**src/rtl/alu_pkg.sv**
```systemverilog
// Shared opcode encoding, flag indices and overflow helpers for the pipelined ALU.
package alu_pkg;

  localparam int unsigned OP_W   = 3;
  localparam int unsigned FLAG_W = 3;

  typedef enum logic [OP_W-1:0] {
    OP_ADD    = 3'b000,
    OP_SUB    = 3'b001,
    OP_XOR    = 3'b010,
    OP_RED    = 3'b011,
    OP_SLL    = 3'b100,
    OP_SRA    = 3'b101,
    OP_ROR    = 3'b110,
    OP_PADDSB = 3'b111
  } alu_op_t;

  // Flag register layout {Z,V,N}
  localparam int unsigned FLAG_Z = 2;
  localparam int unsigned FLAG_V = 1;
  localparam int unsigned FLAG_N = 0;

  localparam logic [FLAG_W-1:0] FMASK_NONE = 3'b000;
  localparam logic [FLAG_W-1:0] FMASK_Z    = 3'b100;
  localparam logic [FLAG_W-1:0] FMASK_ALL  = 3'b111;

  // Signed overflow of a+b from sign bits: {positive overflow, negative overflow}
  function automatic logic [1:0] add_ovf(input logic sa, input logic sb, input logic sr);
    return {~sa & ~sb & sr, sa & sb & ~sr};
  endfunction

  // Signed overflow of a-b from sign bits: {positive overflow, negative overflow}
  function automatic logic [1:0] sub_ovf(input logic sa, input logic sb, input logic sr);
    return {~sa & sb & sr, sa & ~sb & ~sr};
  endfunction

endpackage

```
**src/rtl/alu_exec.sv**
```systemverilog
// Combinational ALU core: result, pre-saturation overflow and flag write-mask per opcode.
module alu_exec
  import alu_pkg::*;
#(
  parameter int unsigned WIDTH = 16,
  parameter int unsigned LANE  = 4
) (
  input  logic [WIDTH-1:0]  a,
  input  logic [WIDTH-1:0]  b,
  input  alu_op_t           op,
  output logic [WIDTH-1:0]  result_c,
  output logic              err_c,
  output logic [FLAG_W-1:0] fmask_c
);

  localparam int unsigned SHW   = $clog2(WIDTH);
  localparam int unsigned NBYTE = WIDTH / 8;
  localparam int unsigned NLANE = WIDTH / LANE;

  localparam logic [WIDTH-1:0] SMAX = {1'b0, {(WIDTH-1){1'b1}}};
  localparam logic [WIDTH-1:0] SMIN = {1'b1, {(WIDTH-1){1'b0}}};
  localparam logic [LANE-1:0]  LMAX = {1'b0, {(LANE-1){1'b1}}};
  localparam logic [LANE-1:0]  LMIN = {1'b1, {(LANE-1){1'b0}}};

  logic [WIDTH-1:0] sum;
  logic [WIDTH-1:0] diff;
  logic [1:0]       add_o;
  logic [1:0]       sub_o;
  logic [SHW-1:0]   shamt;
  logic [WIDTH-1:0] rot;
  logic [WIDTH-1:0] red_sum;
  logic [WIDTH-1:0] lane_sum;
  logic [LANE-1:0]  lsum;
  logic [1:0]       lovf;

  assign sum   = a + b;
  assign diff  = a - b;
  assign add_o = add_ovf(a[WIDTH-1], b[WIDTH-1], sum[WIDTH-1]);
  assign sub_o = sub_ovf(a[WIDTH-1], b[WIDTH-1], diff[WIDTH-1]);
  assign shamt = b[SHW-1:0];
  assign rot   = WIDTH'({a, a} >> shamt);

  // Sign-extended sum of every byte of both operands
  always_comb begin
    red_sum = '0;
    for (int unsigned i = 0; i < NBYTE; i++) begin
      red_sum = red_sum + WIDTH'($signed(a[i*8 +: 8])) + WIDTH'($signed(b[i*8 +: 8]));
    end
  end

  // Independent saturating add per lane, no carry across lane boundaries
  always_comb begin
    lane_sum = '0;
    lsum     = '0;
    lovf     = '0;
    for (int unsigned l = 0; l < NLANE; l++) begin
      lsum = a[l*LANE +: LANE] + b[l*LANE +: LANE];
      lovf = add_ovf(a[l*LANE+LANE-1], b[l*LANE+LANE-1], lsum[LANE-1]);
      lane_sum[l*LANE +: LANE] = lovf[1] ? LMAX : (lovf[0] ? LMIN : lsum);
    end
  end

  // Opcode select
  always_comb begin
    result_c = '0;
    err_c    = 1'b0;
    fmask_c  = FMASK_NONE;
    unique case (op)
      OP_ADD: begin
        result_c = add_o[1] ? SMAX : (add_o[0] ? SMIN : sum);
        err_c    = |add_o;
        fmask_c  = FMASK_ALL;
      end
      OP_SUB: begin
        result_c = sub_o[1] ? SMAX : (sub_o[0] ? SMIN : diff);
        err_c    = |sub_o;
        fmask_c  = FMASK_ALL;
      end
      OP_XOR: begin
        result_c = a ^ b;
        fmask_c  = FMASK_Z;
      end
      OP_RED: begin
        result_c = red_sum;
      end
      OP_SLL: begin
        result_c = a << shamt;
        fmask_c  = FMASK_Z;
      end
      OP_SRA: begin
        result_c = WIDTH'($signed(a) >>> shamt);
        fmask_c  = FMASK_Z;
      end
      OP_ROR: begin
        result_c = rot;
        fmask_c  = FMASK_Z;
      end
      OP_PADDSB: begin
        result_c = lane_sum;
      end
    endcase
  end

endmodule

```
**src/rtl/alu_pipe.sv**
```systemverilog
// Two-stage pipelined ALU with valid/ready handshake, flag register and flush.
module alu_pipe
  import alu_pkg::*;
#(
  parameter int unsigned WIDTH = 16,
  parameter int unsigned LANE  = 4
) (
  input  logic              clk,
  input  logic              rst,
  input  logic              flush,
  input  logic              in_valid,
  output logic              in_ready,
  input  logic [WIDTH-1:0]  in_a,
  input  logic [WIDTH-1:0]  in_b,
  input  logic [OP_W-1:0]   in_op,
  output logic              out_valid,
  input  logic              out_ready,
  output logic [WIDTH-1:0]  out_result,
  output logic              out_err,
  output logic [FLAG_W-1:0] flags
);

  logic              s1_valid;
  logic [WIDTH-1:0]  s1_a;
  logic [WIDTH-1:0]  s1_b;
  alu_op_t           s1_op;
  logic              s2_load;
  logic              in_fire;
  logic [WIDTH-1:0]  ex_result;
  logic              ex_err;
  logic [FLAG_W-1:0] ex_fmask;
  logic [FLAG_W-1:0] ex_flags;

  // A flushing cycle neither advances S1 into S2 nor accepts new input
  assign s2_load  = s1_valid & ~flush & (~out_valid | out_ready);
  assign in_ready = ~rst & ~flush & (~s1_valid | s2_load);
  assign in_fire  = in_valid & in_ready;

  alu_exec #(.WIDTH(WIDTH), .LANE(LANE)) u_exec (
    .a        (s1_a),
    .b        (s1_b),
    .op       (s1_op),
    .result_c (ex_result),
    .err_c    (ex_err),
    .fmask_c  (ex_fmask)
  );

  // Candidate flag values from the stage-2 result
  always_comb begin
    ex_flags         = '0;
    ex_flags[FLAG_Z] = (ex_result == '0);
    ex_flags[FLAG_V] = ex_err;
    ex_flags[FLAG_N] = ex_result[WIDTH-1];
  end

  // Stage 1: operand/opcode capture
  always_ff @(posedge clk) begin
    if (rst) begin
      s1_valid <= 1'b0;
      s1_a     <= '0;
      s1_b     <= '0;
      s1_op    <= OP_ADD;
    end else if (flush) begin
      s1_valid <= 1'b0;
    end else if (in_fire) begin
      s1_valid <= 1'b1;
      s1_a     <= in_a;
      s1_b     <= in_b;
      s1_op    <= alu_op_t'(in_op);
    end else if (s2_load) begin
      s1_valid <= 1'b0;
    end
  end

  // Stage 2: result/err registers and masked flag update
  always_ff @(posedge clk) begin
    if (rst) begin
      out_valid  <= 1'b0;
      out_result <= '0;
      out_err    <= 1'b0;
      flags      <= '0;
    end else if (flush) begin
      out_valid  <= 1'b0;
    end else if (s2_load) begin
      out_valid  <= 1'b1;
      out_result <= ex_result;
      out_err    <= ex_err;
      flags      <= (flags & ~ex_fmask) | (ex_flags & ex_fmask);
    end else if (out_ready) begin
      out_valid  <= 1'b0;
    end
  end

endmodule

```
**config.mk**
```make
export PLATFORM = sky130hd
export DESIGN_NAME = alu_pipe
export DESIGN_NICKNAME = d
export VERILOG_FILES = /design/src/rtl/alu_pkg.sv /design/src/rtl/alu_exec.sv /design/src/rtl/alu_pipe.sv
export SDC_FILE = /design/constraint.sdc
export NUM_CORES = 1
export LEC_CHECK = 0
export BUFFER_PORTS_ARGS = -buffer_cell sky130_fd_sc_hd__buf_2
export CAP_MARGIN = 15
export CORE_ASPECT_RATIO = 2
export CORE_MARGIN = 10
export CORE_UTILIZATION = 50
export CTS_BUF_LIST = sky130_fd_sc_hd__clkbuf_8 sky130_fd_sc_hd__clkbuf_16
export CTS_CLUSTER_DIAMETER = 80
export DETAILED_ROUTE_END_ITERATION = 10
export PLACE_DENSITY = 0.77
export RECOVER_POWER = 25
export SLEW_MARGIN = 20
export SYNTH_ARGS = -nofsm -noshare
export SYNTH_HDL_FRONTEND = slang
export SYNTH_SLANG_ARGS = --single-unit
```
**constraint.sdc**
```tcl
create_clock -name clk -period 5.3 [get_ports clk]
set_input_delay 0.265 -clock clk [delete_from_list [all_inputs] [get_ports clk]]
set_output_delay 0.265 -clock clk [all_outputs]
set_load 0.1 [all_outputs]
```
==> results_dict.tcl, run 1 <==
set metrics [dict create \
    grt_use_total_pct 35.0 \
    floorplan.rows 62 \
    critical_path.endpoint_type "flip-flop" \
    drt_first_iter_violations 754 \
    reg2reg_depth 20 \
    post_drt_wl_per_cell_um 28.9 \
    total_grt_overflow 0 \
    min_from "flush" \
    syn-instance-count 1009 \
    layout-drive-gt1-share_pct 14.2 \
    num-nets-final 1157 \
    antenna-diode-count 0 \
    outcome "finished clean" \
    period_share_pct 93.8 \
    worst_setup_hold_path_clk_slew_ns 0.06 \
    netlist-cell-type-count 76 \
    syn_nets 1111 \
    detail_route.vias_per_cell 6.61 \
    wirelength_um 36200 \
    critPathMaxFanout 8 \
    worst_setup_path_start_kind "flip-flop" \
    root_buffer "clkbuf_16" \
    clockBufferDepth 2 \
    whs_ns 0.146 \
    dp_slack_ns 0.254 \
    comb_power_share_pct 30.5 \
    timing.hold.worst_path_depth 2 \
    dp.cells 1236 \
    synth-edff-count 0 \
    first_global_vias 7983 \
    ys_ff_latch 57 \
    fp.dieW_um 106 \
    power.density_nw_per_um2 212 \
    clk-insertion-delay-late_ns 0.35 \
    post-route-cell-area_um2 8280 \
    antenna_violations_before_repair 0 \
    p_seq_share_pct 26.0 \
    clock_skew_ns 0.0122 \
    synth-seq-area-share_pct 15.6 \
    yosysWarnings 0 \
    p_sw_mw 0.615 \
    drv_slew 0 \
    syn-mean-instance-area_um2 7.27 \
    floorplan.die_area_um2 20200 \
    global_route_wire_length_before_repair_um 52100 \
    post-route-drc-count 0 \
    finalPower_mw 1.76 \
    globalplace.congestion 1.15 \
    grt_start_max_net_pins 60 \
    htreeDepth 3 \
    die_h_um 191 \
    critical_path.startpoint "s1_a[1]$_SDFFE_PP0P_" \
    fp.coreArea_um2 14400 \
    cp_data_required_time_ns 5.60 \
    flow.area_growth_from_synthesis_pct 12.9 \
    port-buffer-count 61 \
    clock_power_share_pct 43.4 \
    post_dp_cell_area_um2 7920 \
    final_hold_viol_count 0 \
    firstDrtPassIters 7 \
    max-vdd-ir-drop_uv 280 \
    max-cap-violations 0 \
    starting_density_of_the_core_pct 51.1 \
    design.portCount 62 \
    worst-endpoint-arrival_ns 5.27 \
    finalCriticalPeriod_ns 4.97 \
    tightestPinTransition_ns 1.26 \
    ys_async_sr_fraction_pct 0 \
    setup_viol 0 \
    place.detailed.hpwl_um 28400 \
    leakage_nw 3.25 \
    cts_sinks 57 \
    grt_setup_unrepaired "false" \
    r2r-start "s1_a[1]$_SDFFE_PP0P_" \
    synthFlopType "dfxtp_1" \
    final_critical_path_setup_slack_ns 0.330 \
    tritoncts "done" \
    post_layout_nonfiller_instances 1252 \
    cts.hold.buffers_added 0 \
    number_of_cts_inserted_buffers 9 \
    fin_tns_setup_ns 0 \
    worst_slew_margin_rel_pct 16.4 \
    internal-power_mw 1.14 \
    achievable-frequency_mhz 201 \
    routed-via-count 8280 \
    route.antenna.remaining_nets 0 \
    switching_share_pct 35.0 \
    worst_hold_path_type "input port to flip-flop" \
    critPathKind "flip-flop to flip-flop" \
    postCtsSetupRepairBufs 0 \
    postLayoutCoreUtil_pct 57.7 \
    post_synth_instance_area_um2 7340 \
]
-- metal layers --
layer / GRT usage (%) / routed length (um) / vias to the layer above
li1: - / - / 3710
met2: 63.4 / 18700 / 490
met5: 0 / 0 / -
met1: 34.2 / 11800 / 3913
met4: 27.8 / 3400 / 0
met3: 5.56 / 2270 / 167
-- layout by cell type (no fill, tap or decap), drive strengths merged, types with 28 or more instances in the layout --
cell type,n
ha,47
clkbuf,28
buf,87
nor2,92
dfxtp,57
a21oi,97
inv,63
nand2,144
o21ai,42
nor3,33
mux2i,36
-- cells by family after synthesis --
family                   after synthesis  share of synthesized area (%)
adder cells (fa/ha/maj)               62                           12.1
AO/OA/AOI/OAI                        291                           26.1
flip-flops                            57                           15.6
XOR/XNOR                              32                           3.82
AND/OR/NAND/NOR                      367                           23.0
buffers and inverters                133                           7.30
multiplexers                          67                           12.2
-- state kept, by name, indices dropped and copies added (netlist names), named ones only --
name / flops
out_result: 16
out_valid: 1
s1_valid: 1
out_err: 1
s1_a: 16
s1_op: 3
s1_b: 16
-- critical path: stages (launching register included) --
cell	delay, ns
dfxtp_1	0.38
inv_1	0.11
fa_1	0.47
o21bai_1	0.30
a21oi_1	0.15
nor3_1	0.17
nor2_1	0.09
xnor2_2	0.19
fa_1	0.49
inv_1	0.04
ha_1	0.38
nor3b_1	0.18
o21ai_0	0.19
o221ai_1	0.14
or4_1	0.51
a211o_1	0.30
a211oi_2	0.29
o2111ai_1	0.19
nor4_2	0.16
nand4b_1	0.12
nand2_1	0.07
-- timing repair --
action                                 4_1_cts  5_1_grt
setup endpoints to repair                    0        1
endpoints found under the hold margin        0        0
gates resized for setup                      0        3
-- power groups by stage --
stage	combinational [mW]	sequential, mW	clock (mW)
finish	0.537	0.457	0.764
global placement	0.510	0.465	0
CTS	0.514	0.456	0.764
global route	0.564	0.458	0.775
detailed placement	0.512	0.466	0
floorplan	0.315	0.485	0
-- path summary, 6_finish.rpt --
kind | end | slack, ns
max reg2reg | flip-flop | 0.33
min reg2reg | out_result[11]$_SDFFE_PP0P_ | 0.45
max | flip-flop | 0.33
min | out_valid$_SDFFE_PP0P_ | 0.15
-- Yosys cell counts, drive strengths merged (5+ instances only) --
master / count / area (um2)
nand2b: 16 / 100
nand3: 17 / 85.1
o221ai: 6 / 52.6
mux2: 15 / 169
and2: 8 / 52.6
mux4: 16 / 364
a2111oi: 5 / 43.8
inv: 62 / 233
nor4: 5 / 37.5
ha: 47 / 588
nor2b: 20 / 125
fa: 15 / 300
mux2i: 36 / 360
xor2: 8 / 70.1
o211ai: 14 / 105
xnor2: 24 / 210
nor3: 33 / 165
a21oi: 97 / 485
a21o: 7 / 52.6
a21boi: 7 / 52.6
nor3b: 5 / 37.5
clkbuf: 50 / 188
dfxtp: 57 / 1140
nand3b: 5 / 37.5
o22ai: 21 / 131
buf: 20 / 111
a211oi: 20 / 150
nor2: 92 / 345
a31oi: 12 / 90.1
o21ai: 42 / 210
or2: 5 / 31.3
nand2: 144 / 541
-- final cells by class --
type	instances	area, um2
clock buffer	10	239
inverter	63	236
sequential	57	1140
clock inverter	6	138
timing repair buffer	105	613
multi-input combinational	819	5670
fill	1384	6070
tap	192	240
No activity file was read; power rests on OpenSTA's default activity.
==> run 2: changes to the inputs <==
Settings changed: CELL_PAD_IN_SITES_DETAIL_PLACEMENT set to 1, CELL_PAD_IN_SITES_GLOBAL_PLACEMENT set to 2, CORE_UTILIZATION 50 to 36, PLACE_DENSITY 0.77 to 0.91, SLEW_MARGIN 20 to unset.
==> run 2 against run 1 <==
Against the previous run:
- clock power down 24%
- combinational power grew 2%
- design area up 0.89%
- largest cell class unchanged
- critical path depth is 1 higher
- clock-buffer cell count decreased by 1
==> results_dict.tcl, run 2 (synthesis results as in run 1) <==
set metrics [dict create \
    worst_setup_hold_path_clk_slew_ns 0.06 \
    post-route-drc-count 0 \
    drt_first_iter_violations 459 \
    starting_density_of_the_core_pct 36.7 \
    finalCriticalPeriod_ns 4.91 \
    die_h_um 222 \
    period_share_pct 92.6 \
    gr-max-usage-layer "met2" \
    route.antenna.remaining_nets 0 \
    groute.layer.met1.usage_pct 26.4 \
    worst_setup_path_start_kind "flip-flop" \
    floorplan.die_area_um2 26800 \
    fp.dieW_um 121 \
    grt_use_met3_pct 4.92 \
    mostFrequentLayoutCell "nand2_1" \
    floorplan.rows 73 \
    routed-via-count 8248 \
    setup.reg_to_reg.worst_slack_ns 0.39 \
    post_drt_wl_per_cell_um 29.5 \
    port-buffer-count 61 \
    dp.cells 1316 \
    cts.hold.buffers_added 0 \
    min_from "in_b[1]" \
    worst_slew_margin_rel_pct 19.7 \
    drv_slew 0 \
    power.density_nw_per_um2 190 \
    globalplace.congestion 1.11 \
    antenna_violations_before_repair 0 \
    outcome "finished clean" \
    ctsResizeCount 0 \
    max-vdd-ir-drop_uv 216 \
    number_of_cts_inserted_buffers 9 \
    leakage_nw 3.25 \
    worst_hold_path_type "input port to flip-flop" \
    max-cap-violations 0 \
    grt_setup_unrepaired "false" \
    filler_cell_count 2493 \
    grt_use_total_pct 29.0 \
    whs_ns 0.150 \
    num-nets-final 1167 \
    first_global_vias 8893 \
    critPathKind "flip-flop to flip-flop" \
    mostFrequentLayoutCells "nand2_1 (144), a21oi_1 (97), nor2_1 (92), inv_1 (61), dfxtp_1 (55)" \
    sequential_cell_area_um2 1140 \
    worst-endpoint-arrival_ns 5.19 \
    finalPower_mw 1.59 \
    global_route_wire_length_before_repair_um 57800 \
    total_area_of_multi_input_combinational_cells_um2 5680 \
    grtUsageMet2_pct 53.0 \
    r2r-start "s1_b[0]$_SDFFE_PP0P_" \
    clockBufferDepth 2 \
    antenna-diode-count 0 \
    final_hold_viol_count 0 \
    postLayoutCoreUtil_pct 41.8 \
    setup_viol 0 \
    post_layout_nonfiller_instances 1331 \
    htreeDepth 3 \
    fp.coreArea_um2 20000 \
    postCtsSetupRepairBufs 0 \
    grt_start_max_net_pins 60 \
    total_grt_overflow 0 \
    layout-drive-gt1-share_pct 15.0 \
    cts_sinks 57 \
    fin_tns_setup_ns 0 \
    tightestPinTransition_ns 1.21 \
    detail_route.vias_per_cell 6.20 \
    root_buffer "clkbuf_16" \
    design.portCount 62 \
    clock_skew_ns 0.00852 \
    tritoncts "done" \
    flow.area_growth_from_synthesis_pct 13.9 \
    clk-insertion-delay-late_ns 0.35 \
    firstDrtPassIters 5 \
    achievable-frequency_mhz 204 \
    critical_path.endpoint_type "flip-flop" \
    critPathMaxFanout 8 \
    place.detailed.hpwl_um 32100 \
    critical_path.startpoint "s1_b[0]$_SDFFE_PP0P_" \
    wirelength_um 39300 \
    reg.largest.list "out_result x16, s1_a x16, s1_b x16" \
    cp_data_required_time_ns 5.58 \
]
## run 2: cell types whose count changed in the layout (fill, tap and decap cells not counted), sizes merged
cell,change
bufinv,-3
inv,-1
clkinv,+2
buf,+10
clkinvlp,+2
clkbuf,-1
## run 2: metal layers
layer	vias to the layer above	share of wire (%)
li1	3721	-
met1	4067	33
met2	310	53
met3	150	4.2
met4	0	10
met5	-	0
## run 2: power by group
group | total, mW | internal [mW] | switching, mW
logic | 0.548 | 0.181 | 0.366
clock network | 0.580 | 0.358 | 0.222
registers | 0.457 | 0.442 | 0.0159
## run 2: layout make-up
cell class / instances / area share, %
timing repair buffer: 115 / 8.23
clock inverter: 6 / 0.719
sequential: 57 / 13.7
clock buffer: 9 / 2.69
inverter: 63 / 2.83
multi-input combinational: 819 / 67.9
tap: 262 / 3.92
## run 2: final timing paths
| check | endpoint | depth (start not counted) |
|---|---|---|
| setup / recovery | flip-flop | 21 |
| setup reg to reg | flip-flop | 21 |
| hold / removal | s1_b[1]$_SDFFE_PP0P_ | 3 |
| hold reg to reg | out_result[12]$_SDFFE_PP0P_ | 2 |
## run 2: per-stage QoR
stage | instance area, um2 | setup slack (ns)
floorplan | 7340 | 0.577
global placement | 8080 | 0.404
detailed placement | 8080 | 0.281
CTS | 8360 | 0.237
global route | 8360 | 0.0458
finish | 8360 | 0.392
## run 2: critical path, stage by stage (launching register included)
cell,delay [ns]
dfxtp_1,0.34
ha_1,0.17
inv_1,0.06
fa_1,0.42
o21bai_2,0.20
a21oi_1,0.13
nor3_1,0.17
nor2_1,0.09
xnor2_2,0.16
fa_1,0.51
inv_1,0.05
ha_1,0.37
nor3b_1,0.17
o21ai_0,0.19
o221ai_1,0.13
or4_1,0.51
a211o_1,0.31
a211oi_2,0.28
o2111ai_1,0.19
nor4_2,0.17
nand4b_1,0.12
nand2_1,0.09
